### src/rtl/branch_predictor.sv
// +--------------------------------------------------------------------------+
// | branch_predictor: direct-mapped BTB with saturating direction counters.  |
// | Rev 1.0 - initial release                                                |
// +--------------------------------------------------------------------------+
`default_nettype none

module branch_predictor #(
  parameter int XLEN      = 32,
  parameter int ENTRIES   = 16,
  parameter int CNT_BITS  = 2,
  parameter int PERF_BITS = 32
) (
  input  logic                 clk,
  input  logic                 rst,
  // IF-stage lookup
  input  logic [XLEN-1:0]      pred_pc,
  output logic                 pred_hit,
  output logic                 pred_taken,
  output logic [XLEN-1:0]      pred_next_pc,
  // Ex-stage resolution
  input  logic                 upd_valid,
  input  logic [XLEN-1:0]      upd_pc,
  input  logic                 upd_is_cf,
  input  logic                 upd_is_jump,
  input  logic                 upd_taken,
  input  logic [XLEN-1:0]      upd_target,
  input  logic                 upd_pred_taken,
  input  logic [XLEN-1:0]      upd_pred_target,
  output logic                 upd_mispredict,
  output logic [XLEN-1:0]      upd_redirect_pc,
  output logic [PERF_BITS-1:0] perf_cf_count,
  output logic [PERF_BITS-1:0] perf_mispredict_count
);

  localparam int IDX     = $clog2(ENTRIES);
  localparam int TAG_W   = XLEN - IDX - 2;

  localparam logic [CNT_BITS-1:0]  c_weak_t   = CNT_BITS'(1) << (CNT_BITS - 1);
  localparam logic [CNT_BITS-1:0]  c_cnt_max  = '1;
  localparam logic [PERF_BITS-1:0] c_perf_max = '1;
  localparam logic [XLEN-1:0]      c_four     = XLEN'(4);

  logic                r_valid   [ENTRIES];
  logic [TAG_W-1:0]    r_tag     [ENTRIES];
  logic [XLEN-1:0]     r_target  [ENTRIES];
  logic                r_is_jump [ENTRIES];
  logic [CNT_BITS-1:0] r_cnt     [ENTRIES];

  logic [PERF_BITS-1:0] r_perf_cf;
  logic [PERF_BITS-1:0] r_perf_mis;

  logic [IDX-1:0]   w_pidx;
  logic [TAG_W-1:0] w_ptag;
  logic [IDX-1:0]   w_uidx;
  logic [TAG_W-1:0] w_utag;
  logic             w_uhit;
  logic             w_actual;
  logic             w_mispredict;
  logic             w_unused_pc_lsbs;

  // Word-aligned fetch: the low two PC bits never select or tag an entry.
  assign w_unused_pc_lsbs = ^{pred_pc[1:0], upd_pc[1:0]};

  assign w_pidx = pred_pc[IDX+1:2];
  assign w_ptag = pred_pc[XLEN-1:IDX+2];
  assign w_uidx = upd_pc[IDX+1:2];
  assign w_utag = upd_pc[XLEN-1:IDX+2];

  // Lookup reads only registered state, so a same-cycle update is not visible.
  assign pred_hit     = r_valid[w_pidx] && (r_tag[w_pidx] == w_ptag);
  assign pred_taken   = pred_hit && (r_is_jump[w_pidx] || r_cnt[w_pidx][CNT_BITS-1]);
  assign pred_next_pc = pred_taken ? r_target[w_pidx] : (pred_pc + c_four);

  assign w_uhit       = r_valid[w_uidx] && (r_tag[w_uidx] == w_utag);
  assign w_actual     = upd_is_cf && upd_taken;
  assign w_mispredict = upd_valid &&
                        ((w_actual != upd_pred_taken) ||
                         (w_actual && (upd_pred_target != upd_target)));

  assign upd_mispredict  = w_mispredict;
  assign upd_redirect_pc = w_actual ? upd_target : (upd_pc + c_four);

  always_ff @(posedge clk) begin
    if (rst) begin
      for (int i = 0; i < ENTRIES; i++) begin
        r_valid[i]   <= 1'b0;
        r_tag[i]     <= '0;
        r_target[i]  <= '0;
        r_is_jump[i] <= 1'b0;
        r_cnt[i]     <= '0;
      end
    end else if (upd_valid) begin
      if (upd_is_cf) begin
        if (w_uhit) begin
          if (upd_taken) begin
            if (r_cnt[w_uidx] != c_cnt_max) begin
              r_cnt[w_uidx] <= r_cnt[w_uidx] + CNT_BITS'(1);
            end
            r_target[w_uidx] <= upd_target;
          end else if (r_cnt[w_uidx] != '0) begin
            r_cnt[w_uidx] <= r_cnt[w_uidx] - CNT_BITS'(1);
          end
          r_is_jump[w_uidx] <= upd_is_jump;
        end else if (upd_taken) begin
          // Allocation evicts whatever occupied the slot.
          r_valid[w_uidx]   <= 1'b1;
          r_tag[w_uidx]     <= w_utag;
          r_target[w_uidx]  <= upd_target;
          r_is_jump[w_uidx] <= upd_is_jump;
          r_cnt[w_uidx]     <= c_weak_t;
        end
      end else if (w_uhit) begin
        // A non-branch matching an entry means the entry is stale or aliased.
        r_valid[w_uidx] <= 1'b0;
      end
    end
  end

  always_ff @(posedge clk) begin
    if (rst) begin
      r_perf_cf  <= '0;
      r_perf_mis <= '0;
    end else begin
      if (upd_valid && upd_is_cf && (r_perf_cf != c_perf_max)) begin
        r_perf_cf <= r_perf_cf + PERF_BITS'(1);
      end
      if (w_mispredict && (r_perf_mis != c_perf_max)) begin
        r_perf_mis <= r_perf_mis + PERF_BITS'(1);
      end
    end
  end

  assign perf_cf_count         = r_perf_cf;
  assign perf_mispredict_count = r_perf_mis;

endmodule

`default_nettype wire

### config.mk
export PLATFORM = sky130hd
export DESIGN_NAME = branch_predictor
export DESIGN_NICKNAME = d
export VERILOG_FILES = /design/src/rtl/branch_predictor.sv
export SDC_FILE = /design/constraint.sdc
export NUM_CORES = 2
export LEC_CHECK = 0
export CAP_MARGIN = 20
export CORE_MARGIN = 5
export CORE_UTILIZATION = 45
export DETAILED_ROUTE_END_ITERATION = 7
export DONT_BUFFER_PORTS = 1
export PLACE_DENSITY = 0.7
export SLEW_MARGIN = 5
export SYNTH_ARGS = -nofsm -noshare
export SYNTH_HDL_FRONTEND = slang
export SYNTH_SLANG_ARGS = --single-unit
### constraint.sdc
create_clock -name clk -period 4.9 [get_ports clk]
set_clock_uncertainty 0.1 [all_clocks]
set_input_delay 0.49 -clock clk [delete_from_list [all_inputs] [get_ports clk]]
set_output_delay 0.49 -clock clk [all_outputs]
set_load 0.01 [all_outputs]
==> impl_metrics.py <==
metrics = {
    "outcome": {
        "status": "complete, but fails checks",
        "violations": "design-rule violations",
    },
    "clocking": {
        "clock_latency_ns": 0.73,
        "cts_tree": "yes",
        "clkTransAtPathRegs_ns": 0.06,
        "numClockSinks": 1056,
        "cts_buffer_depth": 3,
        "cts-root-buf": "clkbuf_16",
        "cts_made_buffers": 110,
        "cts_max_level": 3,
    },
    "detailed_routing": {
        "drt_iter0_markers": 5195,
        "route.detailed.drc": 3,
        "drt_pass1_iterations": 8,
        "wl_per_cell_um": 32.7,
        "antenna_left": 0,
        "drt-total-wl_um": 186000,
        "vias": 37100,
        "viasPerCell": 6.53,
    },
    "global_route": {
        "grt_max_degree": 268,
        "grt-busiest-layer": "met2",
        "met3_usage_pct": 9.54,
        "grt_use_total_pct": 27.5,
        "grt_pass1_vias": 36600,
        "grt_use_met2_pct": 41.3,
        "antenna_found_initial": 10,
        "gr-total-overflow": 0,
        "grtUsageMet1_pct": 36.7,
        "grt_pass1_wl_um": 263000,
    },
    "die": {
        "design.core.area_um2": 122000,
        "fp.dieH_um": 361,
        "start_util_pct": 45.3,
        "die_w_um": 361,
        "dieArea_um2": 130000,
        "ios": 266,
        "rows": 128,
    },
    "logic_synthesis": {
        "synth_top_area_share_pct": 53.8,
        "syn-num-nets": 4208,
        "synth_flop_cell": "edfxtp_1",
        "ys_ff_latch": 1056,
        "yosysSeqAreaShare_pct": 56.1,
        "synthesis.area_um2": 55300,
        "yosys.area.top_type": "edfxtp_1",
        "synthTopCellsByCount": "992 x edfxtp_1, 525 x and2_1, 440 x and3_1, 345 x mux4_2, 314 x clkbuf_1",
        "synthTopCellsByArea": "edfxtp_1 54%, mux4_2 14%, and2_1 5.9%",
        "synth_cell_type_count": 80,
        "syn_area_per_cell_um2": 13.6,
        "yosysMostFrequentCell": "edfxtp_1",
        "synth-async-reset-ratio_pct": 0,
        "ys.warnings.count": 0,
        "synth_edf_count": 992,
        "synthCells": 4066,
    },
    "sta": {
        "fin_crit_sh_pct": 99.3,
        "fmax_mhz": 206,
        "tns_ns": 0,
        "hold_slack_ns": 0.0247,
        "finalSetupViolations": 0,
        "slew_viol_final": 0,
        "fin_crit_ns": 4.86,
        "layout_setup_ws_ns": 0.0352,
        "tightest_slew_ns": 1.16,
        "finalHoldViolations": 0,
        "slew_headroom_pct": 21.6,
    },
    "power": {
        "total_power_mw": 21.0,
        "power.density_nw_per_um2": 343,
        "ir_drop_mv": 0.293,
        "p_leak_nw": 22.3,
    },
    "placement": {
        "numPortBuffers": 0,
        "gp_congestion": 0.909,
        "pre_cts_ws_ns": 0.0760,
        "dp_hpwl_um": 103000,
        "dp_cells": 5398,
        "place_area_um2": 56800,
    },
    "worst_setup_path": {
        "reg2reg_setup_slack_ns": 0.55,
        "path_class": "reg -> out",
        "cpPeakStageDelay_ns": 0.49,
        "arrival_ns": 4.27,
        "crit_buf_inv": 2,
        "r2r_cells": 9,
        "startpoint_type": "flop",
        "cp-end-kind": "output port",
        "cp_max_fo": 16,
        "r2r_start": "r_tag[11][24]$_SDFFCE_PN0P_",
        "path_cells": "mux4_2, nor2b_1, a211oi_1, a21oi_1, xor2_1, nor2_1, nand4b_1, nor4_4, buf_4, buf_12, mux2_2",
        "cp_slowest_cell": "a211oi_1",
        "reg2reg_to": "r_valid[11]$_SDFFCE_PN0P_",
        "worstSetupStartpoint": "r_tag[0][23]$_SDFFCE_PN0P_",
        "cp_data_required_time_ns": 4.31,
        "cp_top_family": "multiplexers",
    },
    "job": {
        "drv_cap": 0,
    },
    "layout": {
        "fin_area_um2": 61400,
        "drive_gt1_share_pct": 19.4,
        "final_cells": 5685,
        "area_delta_synth_final_pct": 10.9,
        "final_util_pct": 50.3,
        "nets": 4096,
    },
    "min_path": {
        "min_to": "r_cnt[0][0]$_SDFFCE_PN0P_",
        "hold_depth": 2,
        "hold_path.startpoint": "rst",
        "hold_path_class": "in -> reg",
    },
}
flip-flops by register name, indices dropped and copies added, names as in the netlist:
signal and cells:
r_is_jump 16, r_valid 16, perf_cf_count 32, r_cnt 32, perf_mispredict_count 32, r_target 512, r_tag 416
worst register-to-register path: stages (launching register included):
cell and delay (ns):
edfxtp_1 0.41, mux4_2 0.49, mux4_2 0.47, xor2_1 0.18, or4b_1 0.50, nor4b_1 0.28
nand4_1 0.42, buf_4 0.34, nor3b_4 0.62, a211o_1 0.23
report_power, final:
group / switching (mW) / internal, mW
Sequential: 0.175 / 10.3
Combinational: 1.19 / 0.906
Clock: 3.67 / 4.78
cell usage in the layout, fill, tap and decap left out, drive strengths merged, types with 85 or more instances in the layout:
master / netlist / layout
and3: 440 / 440
mux4: 347 / 347
buf: 84 / 111
edfxtp: 992 / 992
xor2: 85 / 85
and2: 526 / 526
xnor2: 100 / 100
mux2i: 105 / 105
nand2: 127 / 127
clkbuf: 315 / 142
nor2: 165 / 165
routing by layer:
| metal | share of wire (%) | vias to the layer above |
|---|---|---|
| met5 | 0.015 | - |
| met4 | 4.8 | 4 |
| met3 | 14 | 464 |
| met2 | 45 | 2656 |
| met1 | 36 | 18900 |
| li1 | - | 15100 |
worst max-delay path by stage:
| stage | to | slack, ns | cells past startpoint |
|---|---|---|---|
| global route | pred_next_pc[20] | -0.009 | 14 |
| finish | pred_next_pc[6] | 0.04 | 11 |
| floorplan | pred_next_pc[22] | 0.43 | 13 |
| CTS | pred_next_pc[31] | 0.01 | 11 |
| detailed placement | pred_next_pc[31] | 0.08 | 10 |
| global placement | pred_next_pc[31] | 0.13 | 10 |
cells by family (layout without fill, tap and decap cells):
kind of cell / count (synthesis) / after routing / synth area share, %
multiplexers: 521 / 521 / 17.4
XOR/XNOR: 185 / 185 / 2.93
AND/OR/NAND/NOR: 1550 / 1550 / 16.2
AO/OA/AOI/OAI: 298 / 298 / 3.54
flip-flops: 1056 / 1056 / 56.1
adder cells (fa/ha/maj): 7 / 7 / 0.158
other: 0 / 12 / 0
buffers and inverters: 449 / 431 / 3.56
repair_timing:
action                                   CTS  global route
gates cloned                               1             5
resized for setup                         10             9
pin swaps                                  2             8
hold buffers                              59             0
endpoints found under the setup margin    32            34
hold endpoints to repair                1024             0
setup buffers                              1             1
cell type report:
cell class | instances | area, um^2
multi-input cells | 2561 | 22500
clock inverters | 69 | 619
inverters | 50 | 188
repair buffers | 175 | 1920
flip-flops and latches | 1056 | 31100
clock buffers | 137 | 2980
diodes | 12 | 30.0
well taps | 1625 | 2030
fillers | 10200 | 60700
No activity file was read; power rests on OpenSTA's default activity.
